**src/rtl/load_store_unit_pkg.sv**
```systemverilog
// Shared definitions for the load/store unit: funct3 encodings, FSM states,
// default timeout and the access legality check.
package load_store_unit_pkg;

    localparam logic [2:0] LB  = 3'b000;
    localparam logic [2:0] LH  = 3'b001;
    localparam logic [2:0] LW  = 3'b010;
    localparam logic [2:0] LBU = 3'b100;
    localparam logic [2:0] LHU = 3'b101;
    localparam logic [2:0] SB  = 3'b000;
    localparam logic [2:0] SH  = 3'b001;
    localparam logic [2:0] SW  = 3'b010;

    localparam int unsigned LSU_TIMEOUT = 255;

    typedef enum logic [1:0] {
        IDLE,
        BUSY,
        DONE
    } lsu_state_e;

    function automatic logic lsu_illegal(input logic       rd,
                                         input logic       wr,
                                         input logic [2:0] f3,
                                         input logic [1:0] a);
        logic bad;
        bad = rd & wr;
        case (f3)
            3'b000:  bad = bad;
            3'b001:  bad = bad | a[0];
            3'b010:  bad = bad | (a != 2'b00);
            3'b100:  bad = bad | wr;
            3'b101:  bad = bad | wr | a[0];
            default: bad = 1'b1;
        endcase
        return bad;
    endfunction

endpackage

```
**src/rtl/lsu_align.sv**
```systemverilog
// Combinational lane logic: store byte-lane replication/strobes and
// load lane extraction with sign/zero extension.
module lsu_align
    import load_store_unit_pkg::*;
#(
    parameter int unsigned REGWIDTH = 32
) (
    input  logic [2:0]          funct3_i,
    input  logic [1:0]          addr_lo_i,
    input  logic [REGWIDTH-1:0] store_data_i,
    input  logic [REGWIDTH-1:0] rdata_i,
    output logic [REGWIDTH-1:0] wdata_o,
    output logic [3:0]          wstrb_o,
    output logic [REGWIDTH-1:0] load_data_o
);

    logic [7:0]  byte_sel;
    logic [15:0] half_sel;

    always_comb begin
        wdata_o = store_data_i;
        wstrb_o = 4'hF;
        case (funct3_i)
            SB: begin
                wdata_o = {4{store_data_i[7:0]}};
                wstrb_o = 4'b0001 << addr_lo_i;
            end
            SH: begin
                wdata_o = {2{store_data_i[15:0]}};
                wstrb_o = 4'b0011 << {addr_lo_i[1], 1'b0};
            end
            default: ;
        endcase
    end

    always_comb begin
        case (addr_lo_i)
            2'd0:    byte_sel = rdata_i[7:0];
            2'd1:    byte_sel = rdata_i[15:8];
            2'd2:    byte_sel = rdata_i[23:16];
            default: byte_sel = rdata_i[31:24];
        endcase
        half_sel = addr_lo_i[1] ? rdata_i[31:16] : rdata_i[15:0];
    end

    always_comb begin
        load_data_o = rdata_i;
        case (funct3_i)
            LB:      load_data_o = {{(REGWIDTH-8){byte_sel[7]}}, byte_sel};
            LH:      load_data_o = {{(REGWIDTH-16){half_sel[15]}}, half_sel};
            LBU:     load_data_o = {{(REGWIDTH-8){1'b0}}, byte_sel};
            LHU:     load_data_o = {{(REGWIDTH-16){1'b0}}, half_sel};
            default: ;
        endcase
    end

endmodule

```
**src/rtl/load_store_unit.sv**
```systemverilog
// RV32I load/store stage: accepts one access, holds the pipeline while the
// word-wide memory port completes it, and reports misaligned/illegal/timeouts.
module load_store_unit
    import load_store_unit_pkg::*;
#(
    parameter int unsigned REGWIDTH = 32,
    parameter int unsigned TIMEOUT  = LSU_TIMEOUT
) (
    input  logic                clk,
    input  logic                rst,
    input  logic                req_valid,
    input  logic                MemRead,
    input  logic                MemWrite,
    input  logic [2:0]          funct3,
    input  logic [REGWIDTH-1:0] ALUResult,
    input  logic [REGWIDTH-1:0] ReadData2,
    output logic                mem_req,
    output logic                mem_we,
    output logic [REGWIDTH-1:0] mem_addr,
    output logic [REGWIDTH-1:0] mem_wdata,
    output logic [3:0]          mem_wstrb,
    input  logic                mem_ready,
    input  logic [REGWIDTH-1:0] mem_rdata,
    output logic [REGWIDTH-1:0] LoadData,
    output logic                done,
    output logic                fault,
    output logic                stall
);

    localparam int unsigned CNT_W = $clog2(TIMEOUT + 1);

    lsu_state_e          state_q, state_d;
    logic                we_q, we_d;
    logic [2:0]          f3_q, f3_d;
    logic [REGWIDTH-1:0] addr_q, addr_d;
    logic [REGWIDTH-1:0] rs2_q, rs2_d;
    logic [REGWIDTH-1:0] ld_q, ld_d;
    logic                fault_q, fault_d;
    logic [CNT_W-1:0]    cnt_q, cnt_d, cnt_inc;

    logic                access;
    logic                illegal;
    logic [REGWIDTH-1:0] wdata;
    logic [REGWIDTH-1:0] ext;
    logic [3:0]          wstrb;

    assign access  = req_valid & (MemRead | MemWrite);
    assign illegal = lsu_illegal(MemRead, MemWrite, funct3, ALUResult[1:0]);
    assign cnt_inc = (cnt_q == CNT_W'(TIMEOUT)) ? cnt_q : cnt_q + 1'b1;

    lsu_align #(
        .REGWIDTH (REGWIDTH)
    ) u_align (
        .funct3_i     (f3_q),
        .addr_lo_i    (addr_q[1:0]),
        .store_data_i (rs2_q),
        .rdata_i      (mem_rdata),
        .wdata_o      (wdata),
        .wstrb_o      (wstrb),
        .load_data_o  (ext)
    );

    always_comb begin
        state_d = state_q;
        we_d    = we_q;
        f3_d    = f3_q;
        addr_d  = addr_q;
        rs2_d   = rs2_q;
        ld_d    = ld_q;
        fault_d = fault_q;
        cnt_d   = cnt_q;
        mem_req = 1'b0;
        stall   = 1'b0;
        done    = 1'b0;
        fault   = 1'b0;
        case (state_q)
            IDLE: begin
                if (access) begin
                    stall = 1'b1;
                    if (illegal) begin
                        state_d = DONE;
                        fault_d = 1'b1;
                        if (MemRead) ld_d = '0;
                    end else begin
                        state_d = BUSY;
                        fault_d = 1'b0;
                        we_d    = MemWrite;
                        f3_d    = funct3;
                        addr_d  = ALUResult;
                        rs2_d   = ReadData2;
                        cnt_d   = '0;
                    end
                end
            end
            BUSY: begin
                mem_req = 1'b1;
                stall   = 1'b1;
                cnt_d   = cnt_inc;
                if (mem_ready) begin
                    state_d = DONE;
                    if (!we_q) ld_d = ext;
                end else if (cnt_inc == CNT_W'(TIMEOUT)) begin
                    // TIMEOUT request cycles have elapsed with no response
                    state_d = DONE;
                    fault_d = 1'b1;
                    if (!we_q) ld_d = '0;
                end
            end
            DONE: begin
                done    = 1'b1;
                fault   = fault_q;
                state_d = IDLE;
            end
            default: state_d = IDLE;
        endcase
    end

    always_ff @(posedge clk or posedge rst) begin
        if (rst) begin
            state_q <= IDLE;
            we_q    <= 1'b0;
            f3_q    <= '0;
            addr_q  <= '0;
            rs2_q   <= '0;
            ld_q    <= '0;
            fault_q <= 1'b0;
            cnt_q   <= '0;
        end else begin
            state_q <= state_d;
            we_q    <= we_d;
            f3_q    <= f3_d;
            addr_q  <= addr_d;
            rs2_q   <= rs2_d;
            ld_q    <= ld_d;
            fault_q <= fault_d;
            cnt_q   <= cnt_d;
        end
    end

    assign mem_we    = we_q;
    assign mem_addr  = {addr_q[REGWIDTH-1:2], 2'b00};
    assign mem_wdata = wdata;
    assign mem_wstrb = we_q ? wstrb : 4'b0000;
    assign LoadData  = ld_q;

endmodule

```
**config.mk**
```make
export PLATFORM = sky130hd
export DESIGN_NAME = load_store_unit
export DESIGN_NICKNAME = d
export VERILOG_FILES = /design/src/rtl/load_store_unit_pkg.sv /design/src/rtl/lsu_align.sv /design/src/rtl/load_store_unit.sv
export SDC_FILE = /design/constraint.sdc
export NUM_CORES = 1
export LEC_CHECK = 0
export ABC_AREA = 1
export BUFFER_PORTS_ARGS = -buffer_cell sky130_fd_sc_hd__buf_2
export CAP_MARGIN = 40
export CORE_MARGIN = 2
export CORE_UTILIZATION = 40
export DETAILED_ROUTE_END_ITERATION = 10
export GPL_TIMING_DRIVEN = 0
export PLACE_DENSITY_LB_ADDON = 0.15
export SETUP_SLACK_MARGIN = 0.3
export SLEW_MARGIN = 20
export SYNTH_ARGS = -nofsm -noshare
export SYNTH_HDL_FRONTEND = slang
export SYNTH_HIERARCHICAL = 1
export SYNTH_SLANG_ARGS = --single-unit
```
**constraint.sdc**
```tcl
create_clock -name clk -period 3.2 [get_ports clk]
set_input_delay 0.48 -clock clk [delete_from_list [all_inputs] [get_ports clk]]
set_output_delay 0.48 -clock clk [all_outputs]
set_load 0.01 [all_outputs]
```
==> results of run 1 <==
logic make-up after synthesis:
kind of cell | synth area share, %
fa+ha+maj | 0.198
buf+inv | 11.4
simple gates | 26.2
mux | 11.2
other cells | 0.0593
xor+xnor | 0.277
flops | 43.9
compound gates | 6.78
final cells by class:
cell class | instances | area, µm²
plain buffers | 80 | 531
well taps | 211 | 264
clock buffers | 9 | 225
flip-flops and latches | 111 | 2780
inverters | 50 | 191
repair buffers | 209 | 1090
fillers | 1556 | 7320
clock inverters | 7 | 78.8
multi-input cells | 527 | 2830
diodes | 1 | 2.50
state kept, by name (all words and copies together), names as in the netlist:
signal    cells
LoadData     32
cnt_q         8
addr_q       32
f3_q          3
mem_we        1
fault_q       1
state_q       2
rs2_q        32
power groups by stage:
stage                     Sequential, mW  Clock (mW)  Combinational (mW)
after floorplan                     2.10           0                2.17
after detailed placement            2.17           0                3.14
after CTS                           2.15        1.20                3.16
final                               2.15        1.17                3.13
after global placement              2.16           0                3.11
after global routing                2.21        1.24                3.47
Yosys cell counts:
cell	number	share of area (%)
buf_2	16	1.3
clkbuf_1	15	0.89
a22oi_1	7	0.83
nor3b_1	1	0.12
inv_1	46	2.7
nand4_1	1	0.099
buf_4	43	5.1
inv_2	3	0.18
o22ai_1	2	0.20
xor2_1	1	0.14
clkinv_1	1	0.059
buf_6	5	0.89
nor2_8	1	0.32
o21a_1	7	0.83
nand2_1	257	15
nand3_4	1	0.28
conb_1	1	0.059
o31ai_1	1	0.12
nand3_2	11	1.7
nand2_4	2	0.36
nand3_1	47	3.7
nor2_4	1	0.18
a21oi_1	18	1.4
nand3b_1	2	0.24
xnor2_1	1	0.14
dfrtp_1	111	44
nor2_1	56	3.3
mux2_2	63	11
a31oi_1	1	0.099
nand2_2	3	0.30
a211oi_2	1	0.20
ha_1	1	0.20
o21ai_0	28	2.2
or2_1	1	0.099
buf_8	1	0.24
o211ai_1	6	0.71
nor2_2	2	0.20
o21ai_1	2	0.16
layout by cell type, fill, tap and decap left out, types with 3 or more instances in the layout:
cell,count
buf_2,222
buf_12,3
clkbuf_1,15
inv_1,45
a22oi_1,7
buf_4,43
o21ai_0,28
a21oi_1,18
nand2_1,257
nor2_1,56
mux2_2,63
dfrtp_1,111
o21a_1,7
buf_6,5
nand3_1,47
o211ai_1,6
clkinvlp_4,3
inv_2,3
nand3_2,11
clkbuf_16,9
nand2_2,3
per-stage QoR:
stage / util, % / power, mW / area (µm²) / hold slack (ns)
floorplan: - / 4.27 / 6330 / 0.434
global placement: 49.8 / 5.27 / 7630 / 0.450
detailed placement: 50.2 / 5.31 / 7690 / 0.453
CTS: 52.2 / 6.50 / 7990 / 0.205
global route: 52.2 / 6.92 / 7990 / 0.232
finish: 52.2 / 6.45 / 8000 / 0.200
layer usage:
| layer | share of wire, % | up-vias | track usage, % |
|---|---|---|---|
| met5 | 0.064 | - | 0 |
| met4 | 1.5 | 2 | 6.64 |
| met3 | 7.6 | 19 | 6.60 |
| met2 | 46 | 160 | 33.3 |
| met1 | 44 | 2554 | 26.7 |
| li1 | - | 2868 | - |
worst paths after layout:
check	startpoint	endpoint	slack, ns	depth (start not counted)
max in group asynchronous	rst	LoadData[7]	2.23	4
min in group clk	ALUResult[21]	addr_q[21]	0.34	2
worst min-delay path	rst	cnt_q[1]	0.20	2
worst max register to register	cnt_q[0]	LoadData[14]	1.15	14
worst max-delay path	f3_q[1]	mem_wdata[9]	0.60	8
worst min register to register	LoadData[7]	LoadData[7]	0.47	2
==> summary.txt, run 1 <==
run status: finished clean
grt total ovfl: 0
clock network fraction of total power: 18.1%
clock tree sinks: 111
hold_buf cts: 0
CP max FO: 10
Root Driver: clkbuf_16
Peak VDD IR: 402 µV
Synth warnings: 6
skew final: 0.00553 ns
sw frac: 39.8%
dpl hpwl: 13400 µm
minimum clock period: 2.60 ns
Die Span Y: 130 µm
Seq cells post-synth: 111
critical path class: flop to output port
slowest stage delay, CP: 0.40 ns
Flop pwr share: 33.3%
vias in the first global route: 5361
PortBufs: 206
WP data arrival: 2.12 ns
gpl congestion: 0.888
Int Pwr: 3.88 mW
Area growth syn-to-layout: 26.4%
Initial Util: 41.3%
boundary pin count: 210
NetSw: 2.57 mW
Initial DRT Pass Iterations: 4
post-route ant nets: 0
die area: 16800 µm²
Placement Rows: 45
Clock H-tree levels: 3
Slew @ Worst Pin: 0.639 ns
hold crit path type: input port to async pin
pins over their slew limit: 0
Iter 0 DRT Violations: 314
Placement Setup Slack: 0.973 ns
Critical-path top delay cell: dfrtp_1
max-cap violations: 0
clk slew on worst S/H paths: 0.07 ns
Fmax: 384 MHz
final worst setup slack: 0.596 ns
clk buf depth: 2
Die Wd: 130 µm
Slew Limit Headroom: 57.3%
Clock Latency Late Sink: 0.36 ns
wire length after detailed routing: 17200 µm
synthesized cell area: 6330 µm²
cell count after synthesis: 767
CTS tree: built
final hold violation count: 0
type of origin of the critical path: flop
vias: 5603
core box area: 15300 µm²
drt wl/cell: 14.3 µm
Final setup viols: 0
Setup TNS: 0 ns
initial antenna violation count: 2
syn avg cell area: 8.25 µm²
combinational power share: 48.6%
RSZ-0062 raised after global routing: false
DRC: 0
ratio of cells with drive above 1 in the final layout: 38.2%
endpoint class of the critical path: output port
Final Instance Count excl. Fillers: 1205
Final Cycle Share: 81.4%
LEAKAGE: 4.41 nW
DP Cell Count: 1188
post-CTS setup buffer count: 0
Vias/cell: 4.65
total track usage: 20.7%
sequential cell area fraction in the yosys report: 43.9%
nets: 1094
WP data required: 2.72 ns
PwrDens: 806 nW/µm²
number of distinct library cells after synthesis: 38
worst-path cell chain: buf_6 > nor2_1 > nand2_1 > inv_1 > buf_2 > nand2_1 > o21ai_0 > buf_2
first-pass GRT wire length: 27000 µm
largest net degree at the start of global routing: 34
family with the most delay on the worst path: buffers and inverters
CP bufs+invs: 4
CTS resizes: 0
CTS buffer count: 9
Note: power is estimated with default switching activity, not from simulation.
==> run 2: changes to the inputs <==
clock period = 2.35 ns   (was 3.2 ns; I/O delays follow)
==> summary.txt, run 2 (synthesis gave the netlist of run 1 again) <==
first-pass GRT wire length: 27300 µm (was 27000 µm)
max-cap violations: 0 (unchanged)
Final Util: 55.1% (was 52.2%)
Initial DRT Pass Iterations: 4 (unchanged)
critical path class: flop to output port (unchanged)
pins over their slew limit: 0 (unchanged)
grt total ovfl: 0 (unchanged)
Placement Setup Slack: 0.250 ns (was 0.973 ns)
hold crit path type: input port to async pin (unchanged)
PortBufs: 206 (unchanged)
Most Used Layer, Global Route: met2 (unchanged)
Fmax: 483 MHz
initial antenna violation count: 2 (unchanged)
Root Driver: clkbuf_16 (unchanged)
gpl congestion: 0.888 (unchanged)
Clock H-tree levels: 3 (unchanged)
skew final: 0.00558 ns (was 0.00553 ns)
vias: 5742 (was 5603)
clk buf depth: 2 (unchanged)
highest-count cells in the layout ignoring fill and taps: nand2_1, buf_2, dfrtp_1 (unchanged)
nets: 1115 (was 1094)
final worst setup slack: 0.279 ns (was 0.596 ns)
Final Total Pwr: 9.40 mW (was 6.45 mW)
Slew @ Worst Pin: 0.644 ns (was 0.639 ns)
Clock Latency Late Sink: 0.36 ns (about the same)
minimum clock period: 2.07 ns
Placement Rows: 45 (unchanged)
ratio of cells with drive above 1 in the final layout: 43.0% (was 38.2%)
CP max FO: 10 (unchanged)
grt met2 use: 33.8% (was 33.3%)
endpoint class of the critical path: output port (unchanged)
Peak VDD IR: 601 µV (was 402 µV)
total track usage: 20.9% (was 20.7%)
RSZ-0062 raised after global routing: true (was false)
type of origin of the critical path: flop (unchanged)
CTS tree: built (unchanged)
run status: finished clean (unchanged)
dpl hpwl: 13400 µm (unchanged)
GRT met1 Usage: 27.0% (was 26.7%)
clock tree sinks: 111 (unchanged)
boundary pin count: 210 (unchanged)
die area: 16800 µm² (unchanged)
Area growth syn-to-layout: 33.4% (was 26.4%)
worst hold margin: 0.0741 ns (was 0.200 ns)
wire length after detailed routing: 17700 µm (was 17200 µm)
CTS buffer count: 9 (unchanged)
Vias/cell: 4.68 (was 4.65)
WP data required: 2.00 ns (was 2.72 ns)
fillers: 1531 (was 1556)
vias in the first global route: 5414 (was 5361)
core box area: 15300 µm² (unchanged)
Slew Limit Headroom: 57.0% (was 57.3%)
Die Wd: 130 µm (unchanged)
Iter 0 DRT Violations: 317 (was 314)
Initial Util: 41.3% (unchanged)
PwrDens: 1110 nW/µm² (was 806 nW/µm²)
clk slew on worst S/H paths: 0.07 ns (about the same)
LEAKAGE: 4.65 nW (was 4.41 nW)
post-route ant nets: 0 (unchanged)
final hold violation count: 0 (unchanged)
WP data arrival: 1.72 ns (was 2.12 ns)
DRC: 0 (unchanged)
commonest non-fill, non-tap cell in the layout: nand2_1 (unchanged)
largest net degree at the start of global routing: 34 (unchanged)
M3 GR Usage: 6.36% (was 6.60%)
Final setup viols: 0 (unchanged)
Die Span Y: 130 µm (unchanged)
Final Cycle Share: 88.1%
drt wl/cell: 14.4 µm (was 14.3 µm)
[run 2: timing repair]
item / CTS / global route
setup buffers: 5 / 13
pin swaps: 1 / 7
resized for setup: 25 / 61
cloned: 1 / 2
hold endpoints to repair: 0 / 0
endpoints found under the setup margin: 41 / 59
hold buffers: 0 / 0
[run 2: critical path, stage by stage, from the launching register on]
cell      delay (ns)
dfrtp_1         0.43
buf_4           0.16
clkbuf_4        0.19
nor2_4          0.18
inv_2           0.05
o211ai_1        0.09
nand2_1         0.08
inv_1           0.05
buf_2           0.13
[run 2: path summary, 6_finish.rpt]
| check | startpoint | to | slack, ns | cells past startpoint |
|---|---|---|---|---|
| worst max-delay path | addr_q[1] | mem_wstrb[1] | 0.28 | 8 |
| worst min-delay path | rst | rs2_q[13] | 0.07 | 2 |
| worst max register to register | cnt_q[1] | LoadData[23] | 0.35 | 15 |
| worst min register to register | LoadData[7] | LoadData[7] | 0.47 | 2 |
| max in group asynchronous | rst | LoadData[7] | 1.51 | 4 |
| min in group clk | ALUResult[21] | addr_q[21] | 0.22 | 2 |
[run 2: power breakdown]
| part | internal [mW] | switching, mW |
|---|---|---|
| clock network | 0.839 | 0.754 |
| logic | 2.31 | 2.55 |
| registers | 2.52 | 0.434 |
| total | 5.67 | 3.74 |
[run 2: final cells by class]
| type | instances | area [µm²] | area share [%] |
|---|---|---|---|
| timing repair buffer | 230 | 1310 | 15.5 |
| antenna | 1 | 2.50 | 0.0296 |
| buffer | 80 | 581 | 6.88 |
| inverter | 50 | 209 | 2.48 |
| sequential | 111 | 2780 | 32.9 |
| tap | 211 | 264 | 3.13 |
| clock inverter | 7 | 78.8 | 0.934 |
| clock buffer | 9 | 225 | 2.67 |
| multi-input combinational | 527 | 3000 | 35.5 |
[run 2: through the flow]
stage	TNS [ns]	instances	area [µm²]
3_3_place_gp	-17.82	1185	7630
6_report	0	1226	8440
3_5_place_dp	0	1188	7690
2_1_floorplan	0	768	6330
5_1_grt	0	1225	8440
4_1_cts	0	1210	8100
[run 2: per-layer routing]
layer  routed length [µm]  vias up  part of all wire (%)
li1                     -     2910                     -
met1                 7730     2643                    44
met5                   11        -                 0.062
met2                 8380      170                    47
met4                  245        2                   1.4
met3                 1320       17                   7.4
